`src/rtl/avr_pkg.sv`:
```
// Shared AVR core definitions: program-counter width, NOP encoding and the
// two-word opcode recogniser used by both the prefetch queue and the decoder.
package avr_pkg;

  localparam int PC_W = 16;

  localparam logic [15:0] NOP = 16'h0000;

  localparam logic [15:0] JMP_MASK  = 16'hFE0E;
  localparam logic [15:0] JMP_VAL   = 16'h940C;
  localparam logic [15:0] CALL_MASK = 16'hFE0E;
  localparam logic [15:0] CALL_VAL  = 16'h940E;
  localparam logic [15:0] LDS_MASK  = 16'hFE0F;
  localparam logic [15:0] LDS_VAL   = 16'h9000;
  localparam logic [15:0] STS_MASK  = 16'hFE0F;
  localparam logic [15:0] STS_VAL   = 16'h9200;

  // JMP, CALL, LDS and STS carry a second word (address or constant).
  function automatic logic is_two_word(input logic [15:0] word);
    return ((word & JMP_MASK)  == JMP_VAL)  ||
           ((word & CALL_MASK) == CALL_VAL) ||
           ((word & LDS_MASK)  == LDS_VAL)  ||
           ((word & STS_MASK)  == STS_VAL);
  endfunction

endpackage

```
`src/rtl/avr_prefetch_fifo.sv`:
```
// Circular buffer of {word, pc} entries with one write port, head and head+1
// read ports, and pop-by-0/1/2. Synchronous clear, asynchronous reset.
module avr_prefetch_fifo #(
  parameter int DEPTH = 4,
  parameter int PC_W  = 16,
  localparam int IW   = $clog2(DEPTH),
  localparam int CW   = $clog2(DEPTH + 1)
) (
  input  logic            CLK,
  input  logic            RST_N,
  input  logic            clr_i,
  input  logic            wr_en_i,
  input  logic [15:0]     wr_word_i,
  input  logic [PC_W-1:0] wr_pc_i,
  input  logic [1:0]      pop_n_i,
  output logic [15:0]     head_word_o,
  output logic [PC_W-1:0] head_pc_o,
  output logic [15:0]     next_word_o,
  output logic [CW-1:0]   count_o
);

  logic [15:0]     word_q [DEPTH];
  logic [PC_W-1:0] pc_q   [DEPTH];
  logic [IW-1:0]   head_q, head_d, tail_q, tail_d;
  logic [CW-1:0]   count_q, count_d;

  // Index advance modulo DEPTH, so non-power-of-two depths also wrap cleanly.
  function automatic logic [IW-1:0] idx_add(input logic [IW-1:0] idx, input logic [1:0] n);
    int unsigned s;
    s = 32'(idx) + 32'(n);
    if (s >= 32'(DEPTH)) s = s - 32'(DEPTH);
    return IW'(s);
  endfunction

  always_comb begin
    head_d  = idx_add(head_q, pop_n_i);
    tail_d  = wr_en_i ? idx_add(tail_q, 2'd1) : tail_q;
    count_d = count_q - CW'(pop_n_i) + CW'(wr_en_i);
  end

  always_ff @(posedge CLK or negedge RST_N) begin
    if (!RST_N) begin
      for (int i = 0; i < DEPTH; i++) begin
        word_q[i] <= '0;
        pc_q[i]   <= '0;
      end
      head_q  <= '0;
      tail_q  <= '0;
      count_q <= '0;
    end else if (clr_i) begin
      head_q  <= '0;
      tail_q  <= '0;
      count_q <= '0;
    end else begin
      if (wr_en_i) begin
        word_q[tail_q] <= wr_word_i;
        pc_q[tail_q]   <= wr_pc_i;
      end
      head_q  <= head_d;
      tail_q  <= tail_d;
      count_q <= count_d;
    end
  end

  assign head_word_o = word_q[head_q];
  assign head_pc_o   = pc_q[head_q];
  assign next_word_o = word_q[idx_add(head_q, 2'd1)];
  assign count_o     = count_q;

endmodule

```
`src/rtl/avr_prefetch.sv`:
```
// AVR instruction prefetch queue: credit-limited sequential reads ahead of the
// decoder, two-word instruction pairing, and flush-driven redirects.
module avr_prefetch
  import avr_pkg::*;
#(
  parameter int DEPTH = 4,
  parameter int PC_W  = avr_pkg::PC_W
) (
  input  logic            CLK,
  input  logic            RST_N,
  output logic            pm_rd,
  output logic [PC_W-1:0] pm_addr,
  input  logic [15:0]     pm_data,
  input  logic            flush,
  input  logic [PC_W-1:0] flush_pc,
  output logic            instr_valid,
  input  logic            instr_ready,
  output logic [15:0]     instr,
  output logic [15:0]     instr_ext,
  output logic            instr_is32,
  output logic [PC_W-1:0] instr_pc
);

  localparam int CW = $clog2(DEPTH + 1);

  // Handshake: the head instruction is transferred in a cycle where
  // instr_valid and instr_ready are both high and flush is low; valid never
  // depends on ready, and the head stays stable until it is accepted.

  logic [PC_W-1:0] fetch_pc_q, fetch_pc_d, issue_pc_q;
  logic            inflight_q, squash_q, squash_d;
  logic            issue, push, accept;
  logic [1:0]      pop_n;
  logic [15:0]     head_word, next_word;
  logic [PC_W-1:0] head_pc;
  logic [CW-1:0]   count;

  always_comb begin
    // Buffered entries plus the outstanding read never exceed DEPTH, so every
    // response has a slot waiting for it.
    issue       = !flush && ((32'(count) + 32'(inflight_q)) < 32'(DEPTH));
    push        = inflight_q && !squash_q && !flush;
    instr_is32  = is_two_word(head_word);
    instr_valid = 32'(count) >= (instr_is32 ? 32'd2 : 32'd1);
    accept      = instr_valid && instr_ready && !flush;
    pop_n       = accept ? (instr_is32 ? 2'd2 : 2'd1) : 2'd0;
    squash_d    = flush && inflight_q;
    fetch_pc_d  = fetch_pc_q;
    if (flush)      fetch_pc_d = flush_pc;
    else if (issue) fetch_pc_d = fetch_pc_q + PC_W'(1);
  end

  always_ff @(posedge CLK or negedge RST_N) begin
    if (!RST_N) begin
      fetch_pc_q <= '0;
      issue_pc_q <= '0;
      inflight_q <= 1'b0;
      squash_q   <= 1'b0;
    end else begin
      fetch_pc_q <= fetch_pc_d;
      inflight_q <= issue;
      squash_q   <= squash_d;
      if (issue) issue_pc_q <= fetch_pc_q;
    end
  end

  avr_prefetch_fifo #(
    .DEPTH (DEPTH),
    .PC_W  (PC_W)
  ) u_fifo (
    .CLK         (CLK),
    .RST_N       (RST_N),
    .clr_i       (flush),
    .wr_en_i     (push),
    .wr_word_i   (pm_data),
    .wr_pc_i     (issue_pc_q),
    .pop_n_i     (pop_n),
    .head_word_o (head_word),
    .head_pc_o   (head_pc),
    .next_word_o (next_word),
    .count_o     (count)
  );

  // Reset gates the strobe directly so it drops without waiting for an edge.
  assign pm_rd     = issue && RST_N;
  assign pm_addr   = fetch_pc_q;
  assign instr     = head_word;
  assign instr_pc  = head_pc;
  assign instr_ext = instr_is32 ? next_word : NOP;

endmodule

```
`config.mk`:
```
export PLATFORM = sky130hd
export DESIGN_NAME = avr_prefetch
export DESIGN_NICKNAME = d
export VERILOG_FILES = /design/src/rtl/avr_pkg.sv /design/src/rtl/avr_prefetch_fifo.sv /design/src/rtl/avr_prefetch.sv
export SDC_FILE = /design/constraint.sdc
export NUM_CORES = 1
export LEC_CHECK = 0
export ABC_AREA = 1
export CELL_PAD_IN_SITES_DETAIL_PLACEMENT = 0
export CELL_PAD_IN_SITES_GLOBAL_PLACEMENT = 1
export CORE_MARGIN = 2
export CORE_UTILIZATION = 43
export CTS_BUF_LIST = sky130_fd_sc_hd__clkbuf_4
export DETAILED_ROUTE_END_ITERATION = 10
export GPL_TIMING_DRIVEN = 0
export PLACE_DENSITY = 0.9
export SLEW_MARGIN = 25
export SYNTH_ARGS = -nofsm -noshare
export SYNTH_HDL_FRONTEND = slang
export SYNTH_SLANG_ARGS = --single-unit
```
`constraint.sdc`:
```
create_clock -name CLK -period 3.6 [get_ports CLK]
set_input_delay 0.54 -clock CLK [delete_from_list [all_inputs] [get_ports CLK]]
set_output_delay 0.54 -clock CLK [all_outputs]
set_load 0.02 [all_outputs]
```
# Word level (Yosys, flattened, before mapping)
# Index checks and enable logic that the tools add are counted.
dict set report totals {
  out_inout_bits 67
  word_cells 84
  input_bits 36
  reg_bits 169
}
dict set report classes {
  eq_ne 4
  n_lt_le_gt_ge 9
  muxes 26
  addsub 10
  n_bitwise 4
  n_reduce_logical 16
}
# cell count
set ops {}
lappend ops {{$mux W16} 10}
lappend ops {{$bwmux W64} 2}
lappend ops {{$bmux W16 S2} 3}
lappend ops {{$demux W16 S2} 1}
lappend ops {{$eq A11 B11 Y1 const B} 2}
lappend ops {{$eq A10 B10 Y1 const B} 2}
lappend ops {{$ge A3 B3 Y1 const B} 6}
lappend ops {{$mux W2} 9}
lappend ops {{$add A16 B1 Y16 const B} 1}
lappend ops {{$not A2 Y3} 3}
lappend ops {{$logic_and A1 B1 Y1} 8}
lappend ops {{$add A2 B1 Y3 const B} 2}
lappend ops {{$sub A2 B1 Y2 const B} 3}
lappend ops {{$add A3 B1 Y4} 1}
lappend ops {{$lt A4 B3 Y1 const B} 1}
lappend ops {{$reduce_bool A2 Y1} 2}
lappend ops {{$add A2 B2 Y3} 1}
lappend ops {{$add A3 B1 Y3} 1}
lappend ops {{$ge A3 B2 Y1} 1}
lappend ops {{$logic_or A1 B1 Y1} 3}
lappend ops {{$lt A3 B1 Y1 const B} 1}
lappend ops {{$mux W3} 1}
lappend ops {{$sub A3 B2 Y3} 1}
lappend ops {{$logic_not A1 Y1} 2}
lappend ops {{other kinds (2)} 2}

# Depth between registers and ports, before layout
# Gate-level depths: netlist of the first run.
dict set report depth {
  depth_word 17
  depth_mapped 24
  ltp_nobuf 21
}

# Hierarchy
# From an unflattened synthesis of the first run, not the netlist that was laid out.
dict set report unflattened {
  cells_unflattened 1152
  hier_area_um2 9083.7
}
# module instances cells_each area_each_um2 seq_area_each_um2
set modules_own_cells {}
lappend modules_own_cells {avr_prefetch_fifo 1 868 7043.0 3378.2}
lappend modules_own_cells {avr_prefetch 1 284 2040.7 850.8}

# Least setup slack after synthesis of the first run
# OpenSTA, ideal clock, no wires.
dict set report synth_path {
  path_kind {reg-to-reg}
  startpoint {register u_fifo.head_q[0]}
  endpoint {register u_fifo.count_q[2] (netlist: u_fifo.count_o[2])}
  t_required_ns 3.468
  period_less_slack_ns 3.517
  setup_time_ns 0.132
  path_stages_with_launch 22
  arrival_ns 3.385
  n_path_buf 3
  slack_ns 0.083
  cell_sequence {dfrtp_1 buf_6 buf_4 nand2_1 nand3_1 nand2_1 nand3_1 nor2_2 nand3_4 buf_6 ha_1 o21ai_0 nand2_1 nand2_1 nor3_1 ha_1 inv_1 ha_1 inv_1 fa_1 xor2_1 nor2_1}
}
dict set report synth_between {
  elab_chain_len 16
  elab_cells_between_ends 20
  classes_between {add/sub (2); order compare (1); eq/ne (4); mux (7); bitwise (1); reduce/logical (5)}
}
# item line_no
set synth_rtl {}
lappend synth_rtl {{from (decl)} avr_prefetch_fifo.sv:24} ;# logic [IW-1:0] head_q, head_d, tail_q, tail_d;
lappend synth_rtl {{from (signal assigned)} avr_prefetch_fifo.sv:47} ;# head_q <= '0;
lappend synth_rtl {{from (signal assigned)} avr_prefetch_fifo.sv:51} ;# head_q <= '0;
lappend synth_rtl {{from (signal assigned)} avr_prefetch_fifo.sv:59} ;# head_q <= head_d;
lappend synth_rtl {{$not A2 Y3 (not written as such) *} avr_prefetch_fifo.sv:65} ;# assign head_word_o = word_q[head_q];
lappend synth_rtl {{$bmux W16 S2 *} avr_prefetch_fifo.sv:65}
lappend synth_rtl {{$mux W16 (not written as such) * (2 in a row)} avr_prefetch_fifo.sv:65}
lappend synth_rtl {{net instr[15]} avr_prefetch.sv:18} ;# output logic [15:0] instr,
lappend synth_rtl {{$eq A10 B10 Y1, on equally long branches} {avr_pkg.sv:20, avr_pkg.sv:21}}
lappend synth_rtl {{$logic_or A1 B1 Y1} avr_pkg.sv:20} ;# return ((word & JMP_MASK) == JMP_VAL) ||
lappend synth_rtl {{$logic_or A1 B1 Y1} avr_pkg.sv:21} ;# ((word & CALL_MASK) == CALL_VAL) ||
lappend synth_rtl {{$logic_or A1 B1 Y1 *} avr_pkg.sv:22} ;# ((word & LDS_MASK) == LDS_VAL) ||
lappend synth_rtl {{$mux W2 *} avr_prefetch.sv:44} ;# instr_valid = 32'(count) >= (instr_is32 ? 32'd2 : 32'd1);
lappend synth_rtl {{$ge A3 B2 Y1 *} avr_prefetch.sv:44}
lappend synth_rtl {{net instr_valid} avr_prefetch.sv:16} ;# output logic instr_valid,
lappend synth_rtl {{$logic_and A1 B1 Y1 * (2 in a row)} avr_prefetch.sv:45} ;# accept = instr_valid && instr_ready && !flush;
lappend synth_rtl {{$mux W2 *} avr_prefetch.sv:46} ;# pop_n = accept ? (instr_is32 ? 2'd2 : 2'd1) : 2'd0;
lappend synth_rtl {{$sub A3 B2 Y3 *} avr_prefetch_fifo.sv:38} ;# count_d = count_q - CW'(pop_n_i) + CW'(wr_en_i);
lappend synth_rtl {{$add A3 B1 Y3 *} avr_prefetch_fifo.sv:38}
lappend synth_rtl {{$mux W3 *} avr_prefetch_fifo.sv:50} ;# end else if (clr_i) begin
lappend synth_rtl {{to (signal assigned)} avr_prefetch_fifo.sv:61} ;# count_q <= count_d;
lappend synth_rtl {{to (decl)} avr_prefetch_fifo.sv:25} ;# logic [CW-1:0] count_q, count_d;
# Mark *: on every way through the listed nets, which the timed path passes. The rest lies on a longest branch. The select of a mux whose other input is x is not followed.
# A chain may end at the register's enable or synchronous reset.

# Final worst setup path of the first run
dict set report layout_path {
  startpoint {register u_fifo.head_q[1]}
  endpoint {output instr_pc[8]}
}
dict set report layout_between {
  elab_chain_len 4
}
# item line_no
set layout_rtl {}
lappend layout_rtl {{$not A2 Y3 (not written as such)} avr_prefetch_fifo.sv:66} ;# assign head_pc_o = pc_q[head_q];
lappend layout_rtl {{$bmux W16 S2} avr_prefetch_fifo.sv:66}
lappend layout_rtl {{$mux W16 (not written as such) (2 in a row)} avr_prefetch_fifo.sv:66}
lappend layout_rtl {{to (decl)} avr_prefetch.sv:21} ;# output logic [PC_W-1:0] instr_pc
# No other way between the ends. The select of a mux whose other input is x is not followed.

==> reports/results.tsv, run 1 <==
metric	value	unit
htree_levels	4	
setup_viol	0	
relSlewSlack	57.0	%
nets	1187	
grt_overflow	0	
dp_hpwl	17000	um
mostFrequentLayoutCell	nand2_1	
placementRows	50	
period_minus_slack	3.53	ns
area_growth	23.9	%
wirelength	24800	um
clockRootBuffer	clkbuf_4	
ir_drop	0.000287	V
timing.rr.end	u_fifo.count_o[1]$_DFF_PN0_	
firstDrtPassIters	5	
synth_seq_cells	169	
via_per_inst	5.50	
clk_latency	0.59	ns
drc	0	
rr_worst_depth	18	
worst_pin_slew	0.645	ns
postSynthAreaPerCell	8.12	um2
slowest_stage	clkdlybuf4s50_1	
finalNonFillerCells	1387	
finClkSkew	0.0152	ns
drt_iter0_markers	688	
fin_tns_setup	0	ns
hold_viol	0	
ys_seq_area_share	51.7	%
numClockSinks	169	
required	3.06	ns
cts_tree	built	
final_cell_mix	nand2_1, o21ai_0, dfrtp_1	
fmaxAchievable	0.284	GHz
fin_hold_ws	0.494	ns
pin_count	103	
clkSlewWorstSetupHoldPaths	0.13	ns
reg2reg_from	u_fifo.head_q[0]$_DFF_PN0_	
cp_cell_sequence	buf_4 > buf_2 > clkbuf_1 > o21ai_0 > o22ai_1 > clkdlybuf4s50_1	
grt_max_degree	60	
cp_max_fo	10	
power.density	768	nW/um2
grt_pass1_wl	39800	um
start_util	43.7	%
synth_warnings	0	
wl_per_cell	17.9	um
arrival	2.99	ns
cts_buffer_depth	2	
cts-buffers-inserted	17	
regToRegSetupSlack	0.18	ns
grt_setup_unrepaired	no	
finalMaxSlewViolations	0	
die_w	142	um
hold_depth	2	
min-delay-start	u_fifo.pc_q[29]$_DFFE_PN0P_	
core	18700	um2
crit_type	flip-flop to output port	
ant_nets	0	
synth_area	8180	um2
min_period_over_period	97.9	%
status	completed	
antenna_found_initial	1	
ys_types	33	
port_buffers	101	
die-area	20100	um2
drv_cap	0	
die_h	142	um
worstHoldEndpoint	u_fifo.pc_q[29]$_DFFE_PN0P_	
synthCells	1007	
min_path_type	flip-flop to flip-flop	
via_count	7634	
worstSetupStartpointType	flip-flop	
end_kind	output port	
grt_pass1_vias	7349	
fin_total_pwr	7790	uW
track_usage	25.7	%
p_leak	0.00497	uW
dp.cells	1344	
cpPeakStageDelay	0.66	ns
place.gp.congestion	0.852	
final_layout_size_suffix_gt1_share	9.20	%
syn_nets	1055	
synth_stat cells, drive strengths merged:
library cell | count | area (um2)
nand2 | 293 | 1100
o21ai | 196 | 985
dfrtp | 169 | 4230
inv | 79 | 299
nor2 | 72 | 275
buf | 31 | 193
clkbuf | 30 | 113
nand3 | 29 | 158
o22ai | 25 | 156
a31oi | 15 | 93.8
a22o | 13 | 114
ha | 11 | 138
a21oi | 8 | 40.0
xor2 | 7 | 61.3
o211ai | 6 | 45.0
nor3 | 5 | 25.0
nand4 | 4 | 25.0
o221ai | 4 | 35.0
a22oi | 3 | 22.5
o2111ai | 2 | 17.5
xnor2 | 2 | 17.5
a31o | 1 | 8.76
fa | 1 | 20.0
or2 | 1 | 6.26
what timing repair did:
item / 4_1_cts / 5_1_grt
setup endpoints to repair: 28 / 39
resized for setup: 28 / 43
setup buffers: 5 / 4
hold endpoints to repair: 59 / 0
pin swaps: 11 / 9
hold buffers: 2 / 0
metal layers:
layer | share of wire [%] | vias up | global-route usage (%)
met3 | 7.2 | 46 | 4.78
met5 | 0 | - | 0
met2 | 47 | 309 | 41.4
met4 | 2.4 | 0 | 9.26
li1 | - | 3596 | -
met1 | 44 | 3683 | 34.9
per-stage QoR:
step                worst slack, ns  utilization, %  instance area [um2]
global placement              -5.05            50.7                 9490
detailed placement           -0.441            51.0                 9550
CTS                       -0.000853            53.4                 9990
floorplan                    0.0834               -                 8180
finish                       0.0741            54.2                10100
global route                0.00479            54.2                10100
how the worst max path moves through the flow:
stage                                     startpoint                     endpoint  slack, ns
after floorplan           u_fifo.head_q[0]$_DFF_PN0_  u_fifo.count_o[2]$_DFF_PN0_       0.08
after global placement                         RST_N  u_fifo.count_o[2]$_DFF_PN0_      -5.05
after detailed placement  u_fifo.head_q[1]$_DFF_PN0_  u_fifo.count_o[2]$_DFF_PN0_      -0.44
after CTS                 u_fifo.head_q[0]$_DFF_PN0_  u_fifo.count_o[1]$_DFF_PN0_    -0.0009
after global routing      u_fifo.head_q[1]$_DFF_PN0_                  instr_pc[8]      0.005
final                     u_fifo.head_q[1]$_DFF_PN0_                  instr_pc[8]       0.07
state kept, by name, summed over array words and instances (netlist names):
signal	cells
u_fifo.pc_q	64
u_fifo.word_q	64
issue_pc_q	16
pm_addr	16
u_fifo.count_o	3
u_fifo.head_q	2
u_fifo.tail_q	2
inflight_q	1
squash_q	1
area by class of cell:
| cell class | instances | area (um2) |
|---|---|---|
| inverters | 79 | 302 |
| clock buffers | 17 | 128 |
| plain buffers | 60 | 347 |
| fillers | 1772 | 8570 |
| repair buffers | 114 | 1230 |
| flip-flops and latches | 169 | 4230 |
| multi-input cells | 698 | 3450 |
| clock inverters | 15 | 158 |
| well taps | 234 | 293 |
| diodes | 1 | 2.50 |
power breakdown:
part           total [uW]  switching, uW  internal [uW]
Sequential           3010            453           2550
Combinational        3640           2160           1480
Clock                1140            668            468
critical path, delay by kind of cell (launching register included):
kind                   cells  cell delay, ns
DFF                        1            0.36
AOI/OAI and AO/OA          2            0.45
buffers and inverters      4            1.59
cell families after synthesis:
family,count (synthesis),synth area share [%]
AO/OA/AOI/OAI,273,18.6
buffers and inverters,140,7.39
AND/OR/NAND/NOR,404,19.5
flip-flops,169,51.7
XOR/XNOR,9,0.964
adder cells (fa/ha/maj),12,1.93
(Power assumes the default switching activity.)
==> inputs of run 2 (changes only) <==
--- a/config.mk
+++ b/config.mk
@@ -5,7 +5,6 @@
 export SDC_FILE = /design/constraint.sdc
 export NUM_CORES = 1
 export LEC_CHECK = 0
-export ABC_AREA = 1
 export CELL_PAD_IN_SITES_DETAIL_PLACEMENT = 0
 export CELL_PAD_IN_SITES_GLOBAL_PLACEMENT = 1
 export CORE_MARGIN = 2
@@ -13,7 +12,7 @@
 export CTS_BUF_LIST = sky130_fd_sc_hd__clkbuf_4
 export DETAILED_ROUTE_END_ITERATION = 10
 export GPL_TIMING_DRIVEN = 0
-export PLACE_DENSITY = 0.9
+export PLACE_DENSITY = 0.83
 export SLEW_MARGIN = 25
 export SYNTH_ARGS = -nofsm -noshare
 export SYNTH_HDL_FRONTEND = slang
==> run 2 against run 1 <==
Effect of this change:
- the flow now finishes with violations (setup timing)
- utilization shrank 0.066 points
- critical endpoint is now u_fifo.count_o[1]$_DFF_PN0_
- critical path depth grew 11
- final cell count shrank 33%
- clock skew is 0.0036 ns higher
- non-clock buffer count down 18
==> reports/results.tsv, run 2 <==
metric	value	unit
period_minus_slack	4.09	ns
crit_type	flip-flop to flip-flop	
synth-edff-count	0	
regToRegSetupSlack	-0.49	ns
wl_per_cell	20.5	um
ys.flop_type	dfrtp_1	
final_cell_mix	dfrtp_1, mux2_2, clkdlybuf4s50_1	
postSynthAreaPerCell	14.8	um2
drc	0	
yosys.area.top_type	dfrtp_1	
pwr-share-clk	14.9	%
grt_pass1_vias	5486	
syn_nets	591	
required	4.05	ns
cts_buffer_depth	2	
via_per_inst	5.49	
min_period_over_period	114	%
p_int	4820	uW
ant_nets	0	
cp_max_fo	5	
swShare	34.5	%
fmaxAchievable	0.244	GHz
finClkSkew	0.0188	ns
n_antenna_cell	0	
synth_top_area_share	52.5	%
die_w	141	um
dpl_worst_slack	-0.772	ns
mostFrequentLayoutCell	dfrtp_1	
nets	730	
synthTopCellsByCount	dfrtp_1, mux2_2, mux4_2	
worst_pin_slew	0.822	ns
setup_viol	15	
synth_area_leaders	dfrtp_1, mux2_2, mux4_2	
firstDrtPassIters	4	
grt_setup_unrepaired	yes	
start_util	43.5	%
end_kind	flip-flop	
yosysMostFrequentCell	dfrtp_1	
timing.rr.end	u_fifo.count_o[1]$_DFF_PN0_	
min_path_type	input pin to asynchronous set/reset pin	
placementRows	50	
die-area	19800	um2
relSlewSlack	45.2	%
hold_viol	0	
grt_max_degree	99	
arrival	4.54	ns
area_growth	24.5	%
fin_total_pwr	7360	uW
die_h	141	um
numClockSinks	169	
wirelength	19100	um
pin_count	103	
p_leak	0.00433	uW
place.gp.congestion	0.798	
comb_power_share	43.9	%
ys_seq_area_share	52.5	%
fin_tns_setup	-4.81	ns
dp_hpwl	13200	um
finalMaxSlewViolations	0	
cts-buffers-inserted	17	
antenna_found_initial	0	
clockRootBuffer	clkbuf_4	
reg_top3	u_fifo.pc_q: 64 flops, u_fifo.word_q: 64 flops	
worstSetupStartpointType	flip-flop	
synth_area	8050	um2
power_frac_seq	41.2	%
track_usage	20.2	%
worst_slack	-0.492	ns
core	18500	um2
status	complete, but fails checks	
grt_pass1_wl	30500	um
violations	setup timing	
reg2reg_from	u_fifo.head_q[0]$_DFF_PN0_	
port_buffers	102	
finalNonFillerCells	929	
final_layout_size_suffix_gt1_share	39.1	%
rr_worst_depth	17	
fillers	1520	
drv_cap	0	
synth_async_sr_flop_share	100	%
power_switching	2540	uW
synth_seq_cells	169	
dp.cells	881	
synth_warnings	0	
cts_tree	built	
power.density	735	nW/um2
grt_overflow	0	
ir_drop	0.000350	V
clk_latency	0.57	ns
ys_types	36	
clkSlewWorstSetupHoldPaths	0.14	ns
drt_iter0_markers	307	
htree_levels	4	
synthCells	543	
via_count	5101	
run 2: final cells by class:
type	instances	area [um2]	area share, %
Buffer	36	221	2.21
Timing Repair Buffer	120	1220	12.2
Multi-Input combinational cell	328	3730	37.3
Sequential cell	169	4230	42.2
Clock buffer	18	135	1.35
Tap cell	234	293	2.92
Inverter	10	40.0	0.400
Clock inverter	14	145	1.45
run 2: stage by stage:
| step | cell area, um2 | hold WS, ns | utilization, % |
|---|---|---|---|
| global route | 10000 | 0.277 | 54.1 |
| CTS | 9910 | 0.305 | 53.5 |
| detailed placement | 9490 | 0.316 | 51.2 |
| finish | 10000 | 0.345 | 54.1 |
| global placement | 9430 | 0.462 | 50.9 |
| floorplan | 8110 | 0.244 | - |
run 2: kinds of logic after synthesis:
group                    synth area share (%)
AND/OR/NAND/NOR                          5.53
XOR/XNOR                                 2.07
flip-flops                               52.5
buffers and inverters                    2.50
AO/OA/AOI/OAI                            1.37
adder cells (fa/ha/maj)                  1.96
multiplexers                             34.0
run 2: worst max path at each step:
stage | to | cells past startpoint | slack [ns] | from
final | u_fifo.count_o[1]$_DFF_PN0_ | 17 | -0.49 | u_fifo.head_q[0]$_DFF_PN0_
after global routing | u_fifo.count_o[2]$_DFF_PN0_ | 18 | -0.58 | u_fifo.head_q[0]$_DFF_PN0_
after CTS | u_fifo.count_o[1]$_DFF_PN0_ | 17 | -0.48 | u_fifo.head_q[0]$_DFF_PN0_
after detailed placement | u_fifo.count_o[1]$_DFF_PN0_ | 16 | -0.77 | u_fifo.head_q[0]$_DFF_PN0_
after global placement | pm_addr[0]$_DFFE_PN0P_ | 1 | -4.48 | RST_N
after floorplan | u_fifo.count_o[1]$_DFF_PN0_ | 17 | -0.53 | u_fifo.head_q[0]$_DFF_PN0_
run 2: worst max-delay path, cell delays in order, from the launching register on:
cell	delay [ns]
dfrtp_2	0.47
buf_12	0.14
mux4_2	0.50
or4_4	0.51
o21ai_4	0.15
buf_6	0.14
nand2_8	0.06
ha_4	0.21
nand2b_4	0.13
a211o_4	0.32
and3b_2	0.21
and2_4	0.15
ha_4	0.21
inv_2	0.06
ha_4	0.11
inv_2	0.04
fa_2	0.53
nor2_1	0.04
run 2: metal layers:
| metal | track usage, % | share of wire (%) | routed length [um] |
|---|---|---|---|
| met5 | 0 | 0 | 0 |
| met4 | 4.21 | 0.68 | 129 |
| met3 | 4.38 | 4.2 | 800 |
| met2 | 34.4 | 50 | 9530 |
| met1 | 27.1 | 45 | 8610 |
run 2: timing repair:
action                                  CTS  global route
resized for setup                        66            27
endpoints found under the hold margin    84             0
endpoints found under the setup margin   45            39
pin swaps                                 3             2
cloned                                    0             0
buffers inserted                          9             6
hold buffers                              1             0
run 2: power by group through the flow:
stage,registers [uW],clock network (uW),logic (uW)
after floorplan,2910,0,2020
after CTS,3030,1130,3180
after global placement,2980,0,2970
after global routing,3130,1230,3440
after detailed placement,3060,0,3070
final,3040,1100,3230
